--- src/rtl/ov7620_frame_capture.sv ---
// OV7620 frame capture: synchronises raw PCLK/VSYNC/data into CLK, counts
// columns and rows, and writes one windowed frame to a linear buffer port.
module ov7620_frame_capture #(
    parameter int H_START    = 0,
    parameter int H_WIDTH    = 320,
    parameter int V_START    = 0,
    parameter int V_HEIGHT   = 240,
    parameter int ADDR_W     = 17,
    parameter bit CONTINUOUS = 1'b0
) (
    input  logic              CLK,
    input  logic              RSTn,
    input  logic              Capture_Req,
    input  logic              L2H_Sig_H,
    input  logic              Pin_VSYNC,
    input  logic              Pin_PCLK,
    input  logic [7:0]        Pin_Data,
    output logic              Wr_En,
    output logic [ADDR_W-1:0] Wr_Addr,
    output logic [7:0]        Wr_Data,
    output logic              Frame_Done,
    output logic              Short_Frame,
    output logic              Busy
);

    localparam logic [1:0] ST_IDLE  = 2'd0;
    localparam logic [1:0] ST_ARM   = 2'd1;
    localparam logic [1:0] ST_FRAME = 2'd2;
    localparam logic [1:0] ST_DONE  = 2'd3;

    localparam int H_END = H_START + H_WIDTH;
    localparam int V_END = V_START + V_HEIGHT;

    logic [1:0]        state;
    logic              p_f1, p_f2, p_f3;
    logic              v_f1, v_f2, v_f3;
    logic [7:0]        d_f1, d_f2;
    logic              href_d;
    logic [9:0]        col;
    logic [8:0]        row;
    logic [ADDR_W-1:0] addr;

    logic              pclk_rise, vs_rise, line_end, pixel;
    logic              in_window, frame_complete;
    logic [9:0]        col_inc;
    logic [8:0]        row_inc;
    int                col_i, row_i, row_inc_i;

    assign pclk_rise = p_f2 & ~p_f3;
    assign vs_rise   = v_f2 & ~v_f3;
    assign line_end  = href_d & ~L2H_Sig_H;
    assign pixel     = pclk_rise & L2H_Sig_H;
    assign Busy      = (state != ST_IDLE);

    // Counters stick at all-ones so an oversized sensor frame cannot wrap back into the window.
    assign col_inc = (&col) ? col : col + 10'd1;
    assign row_inc = (&row) ? row : row + 9'd1;

    always_comb begin
        col_i          = {22'd0, col};
        row_i          = {23'd0, row};
        row_inc_i      = {23'd0, row_inc};
        in_window      = (col_i >= H_START) && (col_i < H_END) &&
                         (row_i >= V_START) && (row_i < V_END);
        frame_complete = line_end && (row_inc_i == V_END);
    end

    always_ff @(posedge CLK or negedge RSTn) begin
        if (!RSTn) begin
            p_f1   <= 1'b0;
            p_f2   <= 1'b0;
            p_f3   <= 1'b0;
            v_f1   <= 1'b0;
            v_f2   <= 1'b0;
            v_f3   <= 1'b0;
            d_f1   <= 8'd0;
            d_f2   <= 8'd0;
            href_d <= 1'b0;
        end else begin
            p_f1   <= Pin_PCLK;
            p_f2   <= p_f1;
            p_f3   <= p_f2;
            v_f1   <= Pin_VSYNC;
            v_f2   <= v_f1;
            v_f3   <= v_f2;
            d_f1   <= Pin_Data;
            d_f2   <= d_f1;
            href_d <= L2H_Sig_H;
        end
    end

    // NOTE: sequential state uses non-blocking assignments so every flop samples pre-edge values.
    always_ff @(posedge CLK or negedge RSTn) begin
        if (!RSTn) begin
            state       <= ST_IDLE;
            col         <= '0;
            row         <= '0;
            addr        <= '0;
            Wr_En       <= 1'b0;
            Wr_Addr     <= '0;
            Wr_Data     <= 8'd0;
            Frame_Done  <= 1'b0;
            Short_Frame <= 1'b0;
        end else begin
            Wr_En      <= 1'b0;
            Frame_Done <= 1'b0;
            case (state)
                ST_IDLE: begin
                    if (Capture_Req) begin
                        Short_Frame <= 1'b0;
                        state       <= ST_ARM;
                    end
                end
                ST_ARM: begin
                    if (vs_rise) begin
                        col   <= '0;
                        row   <= '0;
                        addr  <= '0;
                        state <= ST_FRAME;
                    end
                end
                ST_FRAME: begin
                    if (pixel) begin
                        col <= col_inc;
                        if (in_window) begin
                            Wr_En   <= 1'b1;
                            Wr_Data <= d_f2;
                            Wr_Addr <= addr;
                            addr    <= addr + ADDR_W'(1);
                        end
                    end
                    if (line_end) begin
                        col <= '0;
                        row <= row_inc;
                    end
                    // A line end that completes the frame wins over a coincident VSYNC.
                    if (frame_complete) begin
                        state <= ST_DONE;
                    end else if (vs_rise) begin
                        Short_Frame <= 1'b1;
                        state       <= ST_DONE;
                    end
                end
                ST_DONE: begin
                    Frame_Done <= 1'b1;
                    state      <= CONTINUOUS ? ST_ARM : ST_IDLE;
                end
            endcase
        end
    end

endmodule

--- config.mk ---
export PLATFORM = sky130hd
export DESIGN_NAME = ov7620_frame_capture
export DESIGN_NICKNAME = d
export VERILOG_FILES = /design/src/rtl/ov7620_frame_capture.sv
export SDC_FILE = /design/constraint.sdc
export NUM_CORES = 1
export LEC_CHECK = 0
export BUFFER_PORTS_ARGS = -buffer_cell sky130_fd_sc_hd__buf_2
export CORE_MARGIN = 5
export CORE_UTILIZATION = 40
export CTS_CLUSTER_SIZE = 30
export DETAILED_ROUTE_END_ITERATION = 12
export PLACE_DENSITY = 0.63
export SKIP_LAST_GASP = 1
export SLEW_MARGIN = 5
export SYNTH_ARGS = -nofsm -noshare
export SYNTH_HDL_FRONTEND = slang
export SYNTH_SLANG_ARGS = --single-unit
--- constraint.sdc ---
create_clock -name CLK -period 5.4 [get_ports CLK]
set_clock_uncertainty 0.05 [all_clocks]
set_input_delay 0.54 -clock CLK [delete_from_list [all_inputs] [get_ports CLK]]
set_output_delay 0.54 -clock CLK [all_outputs]
set_load 0.05 [all_outputs]
## After elaboration in Yosys (flattened, before gate mapping)

Index checks and enable logic that the tools add are counted.

| operators by class | value |
|---|---|
| $add $sub $neg | 3 |
| multipliers | 0 |
| div/mod/pow operators | 0 |
| magnitude comparators | 2 |
| equal/unequal tests | 14 |
| shift-type cells | 0 |
| mux-type cells | 26 |
| bitwise gates (word level) | 7 |
| reductions and logical operators | 14 |

Operators by type and width:

| cell | number |
|---|---|
| $mux W17 | 3 |
| $mux W10 | 4 |
| $pmux W17 S2 | 1 |
| $mux W9 | 3 |
| $pmux W10 S2 | 1 |
| $pmux W9 S2 | 1 |
| $add A17 B1 Y17 const B | 1 |
| $ne A2 B2 Y1 const B | 7 |
| $reduce_and A4 Y1 | 3 |
| $add A10 B1 Y10 const B | 1 |
| $lt A10 B9 Y1 const B | 1 |
| $reduce_and A10 Y1 | 1 |
| $add A9 B1 Y9 const B | 1 |
| $eq A9 B9 Y1 const B | 1 |
| $lt A9 B8 Y1 const B | 1 |
| $ne A3 B3 Y1 const B | 3 |
| $reduce_and A3 Y1 | 3 |
| $reduce_and A9 Y1 | 1 |
| $mux W2 | 4 |
| $pmux W2 S4 | 1 |
| $mux W1 | 7 |
| $reduce_bool A2 Y1 | 3 |
| $and A1 B1 Y1 | 4 |
| $eq A2 B2 Y1 const B | 2 |
| 5 further kinds | 8 |

| word-level totals | value |
|---|---|
| register bits | 89 |
| latch bits | 0 |
| RAM bits | 0 |
| memory bits (read-only) | 0 |
| input bits | 14 |
| output and inout bits | 29 |
| word-level logic and storage cells | 84 |
| memories kept | 0 |

## Logic depth before layout (Yosys ltp)

Gate-level depths: netlist (run 1).

| depth | value |
|---|---|
| depth after elaboration | 6 |
| depth in mapped cells | 8 |
| gate-level depth less buffers | 7 |

## Worst setup path before layout (run 1)

Ideal clock, no wire load.

| path | value |
|---|---|
| path kind | reg2reg |
| start point | reg row[0] |
| end point | reg state[1] |
| data arrival time | 2166 ps |
| data required time | 5222 ps |
| slack | 3057 ps |
| cell stages (with the launch flop) | 9 |
| path buffers | 1 |
| cells stage by stage | dfrtp_1 -> ha_1 -> and3_1 -> buf_6 -> nand3_4 -> and3_4 -> a2111o_1 -> a31oi_2 -> mux2_1 |

| between the ends | value |
|---|---|
| longest elaborated chain between the ends | 6 |

Ends and longest elaborated chain:

| what | line | text |
|---|---|---|
| start: declaration | 40 | `logic [8:0] row;` |
| start signal: assignment | 134 | `row <= row_inc;` |
| $add A9 B1 Y9 or $reduce_and A9 Y1 (tied branches) | 57 | `assign row_inc = (&row) ? row : row + 9'd1;` |
| $mux W9 * | 57 |  |
| $eq A9 B9 Y1 * | 65 | `frame_complete = line_end && (row_inc_i == V_END);` |
| $logic_and A1 B1 Y1 * | 65 |  |
| $mux W2 or $ne A3 B3 Y1 (tied branches) | - |  |
| $pmux W2 S4 or $reduce_and A3 Y1 (tied branches) | - |  |
| end signal: assignment | 146 | `state <= CONTINUOUS ? ST_ARM : ST_IDLE;` |
| end: declaration | 34 | `logic [1:0] state;` |

Every way passes the cells marked *; elsewhere a longest branch is shown, timed or not.
A chain may end at the register's enable or synchronous reset.

## Worst setup path in the final report (run 1)

| path | value |
|---|---|
| start point | reg state[0] |
| end point | reg col[6] |

| between the ends | value |
|---|---|
| longest elaborated chain between the ends | 3 |

Ends and longest elaborated chain:

| what | line | text |
|---|---|---|
| $eq A2 B2 Y1 or $eq A2 B1 Y1 (tied branches) | 107 | `case (state)` |
| $ne A3 B3 Y1 (no source line) (tied with other cells) | - |  |
| $reduce_and A4 Y1 (no source line) | - |  |
| end signal: assignment | 124 | `col <= col_inc;` |
| end: declaration | 39 | `logic [9:0] col;` |

Parallel ways exist; a longest one is shown, timed or not.

==> results of run 1 <==
## through the flow
stage | total power, mW | hold slack [ns] | instance area, sq um | std cells | util, %
final | 1.926 | 0.03909 | 4340 | 498 | 46.97
after detailed placement | 1.455 | 0.2856 | 4135 | 484 | 44.75
after global placement | 1.444 | 0.2826 | 4135 | 484 | 44.75
after global routing | 2.033 | 0.05737 | 4340 | 498 | 46.97
after CTS | 1.952 | 0.03608 | 4340 | 498 | 46.97
after floorplan | 1.293 | 0.1944 | 3800 | 322 | -
## synth_stat cells, drive strengths merged (2+ instances only)
| library cell | count |
|---|---|
| a21o | 2 |
| a21oi | 15 |
| a22o | 3 |
| a2bb2oi | 2 |
| a31oi | 5 |
| and3 | 8 |
| and4 | 4 |
| buf | 3 |
| clkbuf | 8 |
| dfrtp | 89 |
| ha | 7 |
| inv | 7 |
| mux2 | 27 |
| mux2i | 3 |
| nand2 | 23 |
| nand2b | 3 |
| nand3 | 17 |
| nand4 | 7 |
| nor2 | 31 |
| nor2b | 2 |
| nor3 | 3 |
| o21ai | 14 |
| o31ai | 2 |
| or3 | 5 |
| xnor2 | 3 |
| xor2 | 14 |
## worst max path at each step
stage                to  depth (start not counted)  startpoint  slack (ns)
3_5_place_dp    addr[5]                          5    state[0]        2.48
3_3_place_gp     col[6]                          7    state[0]        2.59
6_report         col[6]                          7    state[0]        2.48
4_1_cts          col[6]                          7    state[0]        2.46
2_1_floorplan  state[1]                          8      row[0]        3.06
5_1_grt         addr[5]                          5    state[0]        2.19
## logic make-up (layout without fill, tap and decap cells)
kind of cell             Yosys count  in the layout  share of synthesized area, %
multiplexers                      30             30                         8.792
adder cells (fa/ha/maj)            7              7                         2.305
XOR/XNOR                          17             17                         3.919
AND/OR/NAND/NOR                  108            108                         15.11
buffers and inverters             18             65                         2.107
AO/OA/AOI/OAI                     53             53                         9.154
flip-flops                        89             89                         58.61
## state kept, by name, indices dropped and copies added, names as in the netlist, 2 cells and up
register,count
d_f2,8
row,9
Wr_Addr,17
Wr_Data,8
col,10
addr,17
d_f1,8
state,2
## cells in the final DEF (no fill, tap or decap), types with 2 or more instances in the layout
master,instances
xor2_1,14
o21ai_0,14
inv_1,7
buf_4,3
a21o_1,2
o31ai_1,2
clkbuf_8,9
nand4_1,7
buf_2,41
nand3_1,16
ha_1,7
xnor2_1,3
and3_2,2
nor3_1,3
nand2_1,23
nand2b_1,3
nor2b_1,2
a2bb2oi_1,2
dfrtp_1,89
mux2_2,26
or3_1,5
a31oi_1,4
nor2_1,31
mux2i_1,3
a22o_1,3
bufinv_16,2
and3_1,5
a21oi_1,15
and4_1,3
## power groups by stage
| stage | sequential (mW) | clock, mW | combinational, mW |
|---|---|---|---|
| floorplan | 1.02 | 0 | 0.273 |
| global placement | 0.832 | 0 | 0.612 |
| detailed placement | 0.836 | 0 | 0.619 |
| CTS | 0.824 | 0.502 | 0.625 |
| global route | 0.837 | 0.526 | 0.670 |
| finish | 0.823 | 0.487 | 0.616 |
## layout make-up
class | count | area (sq um) | share of cell area, %
inverter | 7 | 26.28 | 0.6054
timing repair buffer | 44 | 227.7 | 5.246
tap | 129 | 161.4 | 3.719
clock inverter | 5 | 81.33 | 1.874
sequential | 89 | 2227 | 51.31
clock buffer | 9 | 123.9 | 2.854
multi-input combinational | 215 | 1493 | 34.39
## critical path: cells and delay by family (launching register included)
family	cells	cell delay (ns)
simple gates	3	1.06
mux	1	0.48
flops	1	0.42
compound gates	1	0.14
fa+ha+maj	1	0.60
buf+inv	1	0.10
## metal layers
metal,vias to the layer above,routed length [microns],global-route usage (%)
li1,1229,-,-
met1,1214,3338,17.49
met2,45,3223,20.15
met3,8,343,3.119
met4,0,85,5.951
met5,-,0,0
==> summary.md, run 1 <==
| Metric | Value |
|---|---|
| Status | completed |
| FILL cells | 840 |
| Layout Nets | 387 |
| Avg Cell Area, Syn | 11.80 sq um |
| Hold Path Class | input pin to async pin |
| Die area | ~12,000 sq um |
| Overall die width | 107.5 microns |
| CP cell instances | inv_1, ha_1, mux2i_1, nor3b_2, nand2b_1, or3_1, a21oi_1 |
| Row count | 35 |
| Synth warn | 0 |
| Reg2reg setup slack | around 2.5 ns |
| R2R Path Start | state[0] |
| R2R cell count | 7 |
| Slew of the pin with the lowest slew margin | 1.097 ns |
| Area grow syn2layout | 14.22% |
| IO Pins | 43 |
| Max-cap violations | 0 |
| Sequential share of power | 42.8% |
| Arrival time at the worst endpoint | about 3.2 ns |
| Vias/cell | about 5.0 |
| Routed Antenna Nets | 0 |
| Initial Utilization | 41.12% |
| Post-synth ARST share | 100.0% |
| P_sw | 0.7357 mW |
| #FFs+latches synth | between 80 and 90 |
| Clk root buf | clkbuf_8 |
| Peak VDD IR | 0.3604 mV |
| Power per cell area | 443.8 nW/um^2 |
| Clock slew at reported path FFs | 0.09 ns |
| Final Max Slew Viols | 0 |
| Final worst slack | approximately 2.5 ns |
| Fin crit share | 53.99% |
| Mapped Cells | 322 |
| Core ar. | 9240 sq um |
| Unrepaired setup endpoints after global routing | no |
| First-pass GRT wire length | 11,990 microns |
| Cell taking the most area after synthesis | dfrtp_1 |
| Static leakage | 2.052 nW |
| Reg-to-Reg End | col[6] |
| H-tree levels | 3 |
| Max Root-Sink Buffers | 2 |
| GPL Wtd Cong | 0.8200 |
| Combinational power share | 32.0% |
| Post-placement setup slack | 2.483 ns |
| Number of flops mapped to enable cells by yosys | 0 |
| Vias in the first global route | around 2,500 |
| Hold Vio Cnt, Final | 0 |
| Post-CTS Setup Repair Bufs | 0 |
| Worst-path fanout max | 20 |
| Max Fclk | 343.0 MHz |
| Synth top area cells | dfrtp_1 (59%), mux2_2 (7.7%), xor2_1 (3.2%) |
| Total gr overflow | 0 |
| Inserted Clock Buffers | 9 |
| DRC viols | 0 |
| Die Y | 107.5 microns |
| Main flop type after synthesis | dfrtp_1 |
| Clock Latency Late Sink | 0.36 ns |
| Initial antenna violation count | 0 |
| Final setup TNS | 0 ns |
| Clk network pwr share | 25.3% |
| Yosys top cell area share | about three fifths |
| Synthesized Nets | 343 |
| Yosys cell types | 49 |
| Switching share of total power | 38.20% |
| Via count | about 2,500 |
| CP endpoint kind | flop |
| Aggregate routed wire length | 6991 microns |
| Normalized max-slew margin | 26.67% |
| Endpoints failing setup | 0 |
| Detailed placer's ending HPWL | 4746 microns |
| CP Class | flop to flop |
| CTS sink cnt | 89 |
| Largest net degree at the start of global routing | 63 |
| Synth Cell Area | around 3800 sq um |
| Resized cells post-CTS | 0 |
| Internal | 1.190 mW |
| CTS Hold Bufs | 0 |
| Critical Path RT | 5.64 ns |
| Slowest stage cell, crit path | ha_1 |
| Slowest stage delay, CP | 0.60 ns |
| Port Buffers | 42 |
| Iter 0 DRT Violations | 103 |
| Final min period | roughly 2.9 ns |
| Tot GR Track Use | 13.08% |
| Register area share after synthesis | 58.61% |
| # diodes | 0 |
| Post-DR wirelength/cell | 14.04 microns |
| Crit start category | flop |
| Detailed-router iteration count before antenna repair | 4 |
| Share of cells above drive strength 1 | 25.47% |
| CTS tree | yes |
No activity file was read; power rests on OpenSTA's default activity.
==> run 2: changes to the inputs <==
Clock period 5.4 ns to 2.7 ns, I/O delays scaled along.
==> run 2 against run 1 <==
  * Register-to-register slack lost 2.3 ns
  * Setup slack got worse by 2.3 ns
  * Largest cell class unchanged
  * Critical endpoint is now state[1]
  * Critical path type unchanged
  * Sequential cell count stayed put
==> summary.md, run 2 (synthesized netlist as in run 1, its figures left out) <==
| Metric | Value |
|---|---|
| Status | completed |
| CP cell instances | ha_1, and3_2, nand3_4, and3_4, a2111o_1, a31oi_2, mux2_1 |
| Max-cap violations | 0 |
| CP Class | flop to flop |
| Port Buffers | 42 |
| Crit start category | flop |
| First-pass GRT wire length | 12,120 microns |
| Post-CTS Setup Repair Bufs | 0 |
| Multi-input logic area | roughly 1500 sq um |
| Total gr overflow | 0 |
| Worst Min Path Start | Capture_Req |
| Layout Nets | between 400 and 500 |
| Slew of the pin with the lowest slew margin | between 0.6 and 0.7 ns |
| Largest registers | Wr_Addr (17), addr (17), col (10) |
| Arrival time at the worst endpoint | around 2.7 ns |
| Routed Antenna Nets | 0 |
| Row count | 35 |
| Detailed-router iteration count before antenna repair | 4 |
| Aggregate routed wire length | roughly 7000 microns |
| Power Total | 3.748 mW |
| Area grow syn2layout | 18.08% |
| CTS sink cnt | between 80 and 90 |
| Most frequent cells in the layout | dfrtp_1 (89), buf_2 (41), nor2_1 (31) |
| Clock Latency Late Sink | 0.35 ns |
| Unrepaired setup endpoints after global routing | no |
| Endpoints failing setup | 0 |
| Initial Utilization | between 40% and 50% |
| Slowest stage delay, CP | around 0.45 ns |
| Power per cell area | around 840 nW/um^2 |
| Final setup TNS | 0 ns |
| Hold Vio Cnt, Final | 0 |
| Initial antenna violation count | 0 |
| Core ar. | approximately 9200 sq um |
| Iter 0 DRT Violations | 128 |
| Largest net degree at the start of global routing | between 50 and 60 |
| IO Pins | 43 |
| Overall die width | between 100 and 150 microns |
| Final worst slack | around 0.19 ns |
| H-tree levels | 3 |
| GPL Wtd Cong | about 0.89 |
| Vias in the first global route | 2,558 |
| R2R Path Start | row[1] |
| Vias/cell | about 5 |
| Detailed placer's ending HPWL | 4797 microns |
| CP endpoint kind | flop |
| Post-route insts no fill | 519 |
| # diodes | 0 |
| Most common cell after layout, fill and taps aside | dfrtp_1 |
| Clock slew at reported path FFs | 0.08 ns |
| Post-DR wirelength/cell | 13.45 microns |
| Final min period | 2.511 ns |
| Static leakage | around 2.1 nW |
| Share of cells above drive strength 1 | around a quarter |
| Die area | 11,550 sq um |
| Peak VDD IR | between 0.4 and 0.5 mV |
| Post-placement setup slack | 0.1272 ns |
| FILL cells | 839 |
| Clk root buf | clkbuf_8 |
| Storage cell area | 2227 sq um |
| Die Y | around 110 microns |
| CTS tree | yes |
| Fin util | 48.56% |
| Placed instance count | 492 |
| Crit. Startpoint | row[1] |
| Final Max Slew Viols | 0 |
| Max Root-Sink Buffers | 2 |
| Hold Path Class | input pin to flop |
| Normalized max-slew margin | roughly 57% |
| Max Fclk | 398.3 MHz |
| Via count | 2,595 |
| Slowest stage cell, crit path | dfrtp_1 |
| Fin crit share | 92.98% |
| Worst-path fanout max | 7 |
| DRC viols | 0 |
| Critical Path RT | 2.88 ns |
| Tot GR Track Use | 13.13% |
| Inserted Clock Buffers | 9 |
==> run 2: repair_timing <==
item,in CTS,in global routing
hold endpoints to repair,62,0
gates resized for setup,0,1
hold buffers,12,0
setup endpoints to repair,0,1
==> run 2: final timing paths <==
path,depth (start not counted),to,slack (ns)
min in group asynchronous,2,d_f1[7],0.45
setup reg to reg,7,state[1],0.19
max in group asynchronous,3,href_d,1.45
hold reg to reg,0,d_f2[1],0.30
hold / removal,3,Short_Frame,0.21
setup / recovery,7,state[1],0.19
==> run 2: power breakdown <==
| group | switching, mW | leakage (nW) | internal (mW) |
|---|---|---|---|
| Clock | 0.450 | 0.0818 | 0.357 |
| Combinational | 0.901 | 0.875 | 0.402 |
| Sequential | 0.124 | 1.16 | 1.51 |
| Total | 1.47 | 2.12 | 2.27 |
==> run 2: layer usage <==
metal	track usage [%]	routed length, microns	vias up
met3	4.079	375	2
met5	0	0	-
li1	-	-	1267
met4	5.410	38	0
met2	19.35	3210	43
met1	17.97	3355	1283
==> run 2: final cells by class <==
| cell class | instances | area share (%) |
|---|---|---|
| repair buffers | 64 | 9.091 |
| well taps | 129 | 3.597 |
| flip-flops and latches | 89 | 49.64 |
| multi-input cells | 215 | 33.30 |
| clock inverters | 4 | 0.6414 |
| inverters | 7 | 0.5856 |
| clock buffers | 11 | 3.151 |
==> run 2: critical path: cells and delay by family, from the launching register on <==
family | cells | cell delay [ns]
AO/OA/AOI/OAI | 2 | 0.65
adder cells (fa/ha/maj) | 1 | 0.26
flip-flops | 1 | 0.45
multiplexers | 1 | 0.33
AND/OR/NAND/NOR | 3 | 0.64
==> run 2: stage by stage <==
step                      hold slack, ns  area, sq um
after floorplan                 -0.07559         3800
after global placement            0.2828         4195
after detailed placement          0.2864         4195
after CTS                         0.1821         4486
after global routing              0.1993         4487
final                             0.2075         4487
==> run 3: changes to the inputs <==
Settings changed: REMOVE_ABC_BUFFERS from default to 1.
==> run 3 against run 2 <==
  * Non-clock buffer count is 2 lower
  * Critical path depth stayed put
  * Setup slack better by 0.012 ns
  * Worst hold slack better by 0.0014 ns
  * Register-to-register slack hardly changed
  * Utilization is 0.28 points higher
  * Largest power group unchanged
==> summary.md, run 3 (synthesized netlist as in run 1, its figures left out) <==
| Metric | Value |
|---|---|
| Max-cap violations | 0 |
| Core ar. | 9240 sq um |
| Detailed placer's ending HPWL | 4804 microns |
| Post-route insts no fill | 518 |
| Detailed-router iteration count before antenna repair | 4 |
| Clock Latency Late Sink | ~0.36 ns |
| Placed instance count | 490 |
| Reg2reg setup slack | 0.20 ns |
| Final Max Slew Viols | 0 |
| Slowest stage cell, crit path | dfrtp_1 |
| Peak VDD IR | 0.4483 mV |
| Clk root buf | clkbuf_8 |
| Status | completed |
| Worst-path fanout max | 7 |
| Max Fclk | 400.3 MHz |
| Unrepaired setup endpoints after global routing | no |
| Hold Vio Cnt, Final | 0 |
| Aggregate routed wire length | 6971 microns |
| Power per cell area | 838.6 nW/um^2 |
| Initial Utilization | 41.12% |
| Critical Path RT | 2.90 ns |
| Routed Antenna Nets | 0 |
| Hold Path Class | input pin to flop |
| GPL Wtd Cong | 0.8507 |
| Iter 0 DRT Violations | 98 |
| H-tree levels | 3 |
| Overall die width | 107.5 microns |
| Slowest stage delay, CP | 0.46 ns |
| Normalized max-slew margin | approximately 29% |
| Layout Nets | 405 |
| Static leakage | 2.126 nW |
| CP endpoint kind | flop |
| IO Pins | 43 |
| First-pass GRT wire length | 12,060 microns |
| Post-DR wirelength/cell | 13.46 microns |
| Vias/cell | 5.023 |
| Clock slew at reported path FFs | 0.09 ns |
| Final min period | 2.498 ns |
| Most frequent cells in the layout | dfrtp_1 (89), buf_2 (41), nor2_1 (31) |
| Fin crit share | around 90% |
| Placement Cell Area | 4205 sq um |
| Via count | 2,602 |
| Row count | 35 |
| Cell area after layout | 4513 sq um |
| Port Buffers | 42 |
| Vias in the first global route | ~2,700 |
| Crit start category | flop |
| Arrival time at the worst endpoint | 2.70 ns |
| Area grow syn2layout | 18.77% |
| CTS sink cnt | between 80 and 90 |
| Most common cell after layout, fill and taps aside | dfrtp_1 |
| CP Class | flop to flop |
| Largest registers | Wr_Addr (17), addr (17), col (10) |
| Endpoints failing setup | 0 |
| CP cell instances | ha_1, and3_2, nand3_4, and3_4, a2111o_1, a31oi_2, mux2_1 |
| Inserted Clock Buffers | 9 |
| Share of cells above drive strength 1 | roughly a quarter |
| Largest net degree at the start of global routing | 57 |
| CTS tree | yes |
| Tot GR Track Use | 13.14% |
| DRC viols | 0 |
| Total gr overflow | 0 |
| # diodes | 0 |
| Die area | ~12,000 sq um |
| Die Y | 107.5 microns |
| Initial antenna violation count | 0 |
| Slew of the pin with the lowest slew margin | 1.067 ns |
| Max Root-Sink Buffers | 2 |
| Final setup TNS | 0 ns |
run 3: cell type report:
cell class / count / area (sq um)
Clock buffer: 10 / 137.6
Clock inverter: 6 / 48.80
Fill cell: 850 / 4727
Inverter: 7 / 26.28
Multi-Input combinational cell: 215 / 1494
Sequential cell: 89 / 2227
Tap cell: 129 / 161.4
Timing Repair Buffer: 62 / 417.9
run 3: final timing paths:
path	end	cells after the start	start
min in group asynchronous	Wr_Addr[12]	2	RSTn
max in group asynchronous	col[9]	3	RSTn
setup / recovery	state[1]	7	row[1]
hold / removal	Short_Frame	3	Capture_Req
setup reg to reg	state[1]	7	row[1]
hold reg to reg	d_f2[7]	0	d_f1[7]
run 3: metal layers:
metal | vias up | global-route usage (%) | wire (microns)
li1 | 1264 | - | -
met3 | 9 | 5.159 | 356
met1 | 1280 | 16.02 | 3187
met4 | 0 | 3.336 | 84
met5 | - | 0 | 0
met2 | 49 | 21.85 | 3343
run 3: worst max-delay path: cells and delay by family (launching register included):
family,cells,cell delay (ns)
AOI/OAI and AO/OA,2,0.65
DFF,1,0.46
muxes,1,0.34
and+or+nand+nor,3,0.64
adders and majority gates,1,0.26
run 3: stage by stage:
step / setup slack, ns / utilization [%] / power (mW) / hold WS (ns)
after global placement: 0.2456 / 45.51 / 2.933 / 0.2827
after global routing: 0.06071 / 48.84 / 4.012 / 0.2151
after floorplan: 0.04596 / - / 2.567 / -0.07559
after detailed placement: 0.1359 / 45.51 / 2.964 / 0.2847
final: 0.2016 / 48.84 / 3.785 / 0.2089
after CTS: 0.1280 / 48.83 / 3.844 / 0.1948
run 3: power by group:
group	internal, mW	total, mW	switching (mW)
clock	0.367	0.852	0.485
sequential	1.51	1.64	0.122
combinational	0.401	1.30	0.896
run 3: timing repair:
action,4_1_cts,5_1_grt
hold buffers,12,0
gates resized for setup,0,1
setup endpoints to repair,0,1
endpoints found under the hold margin,66,0
setup buffers,0,0
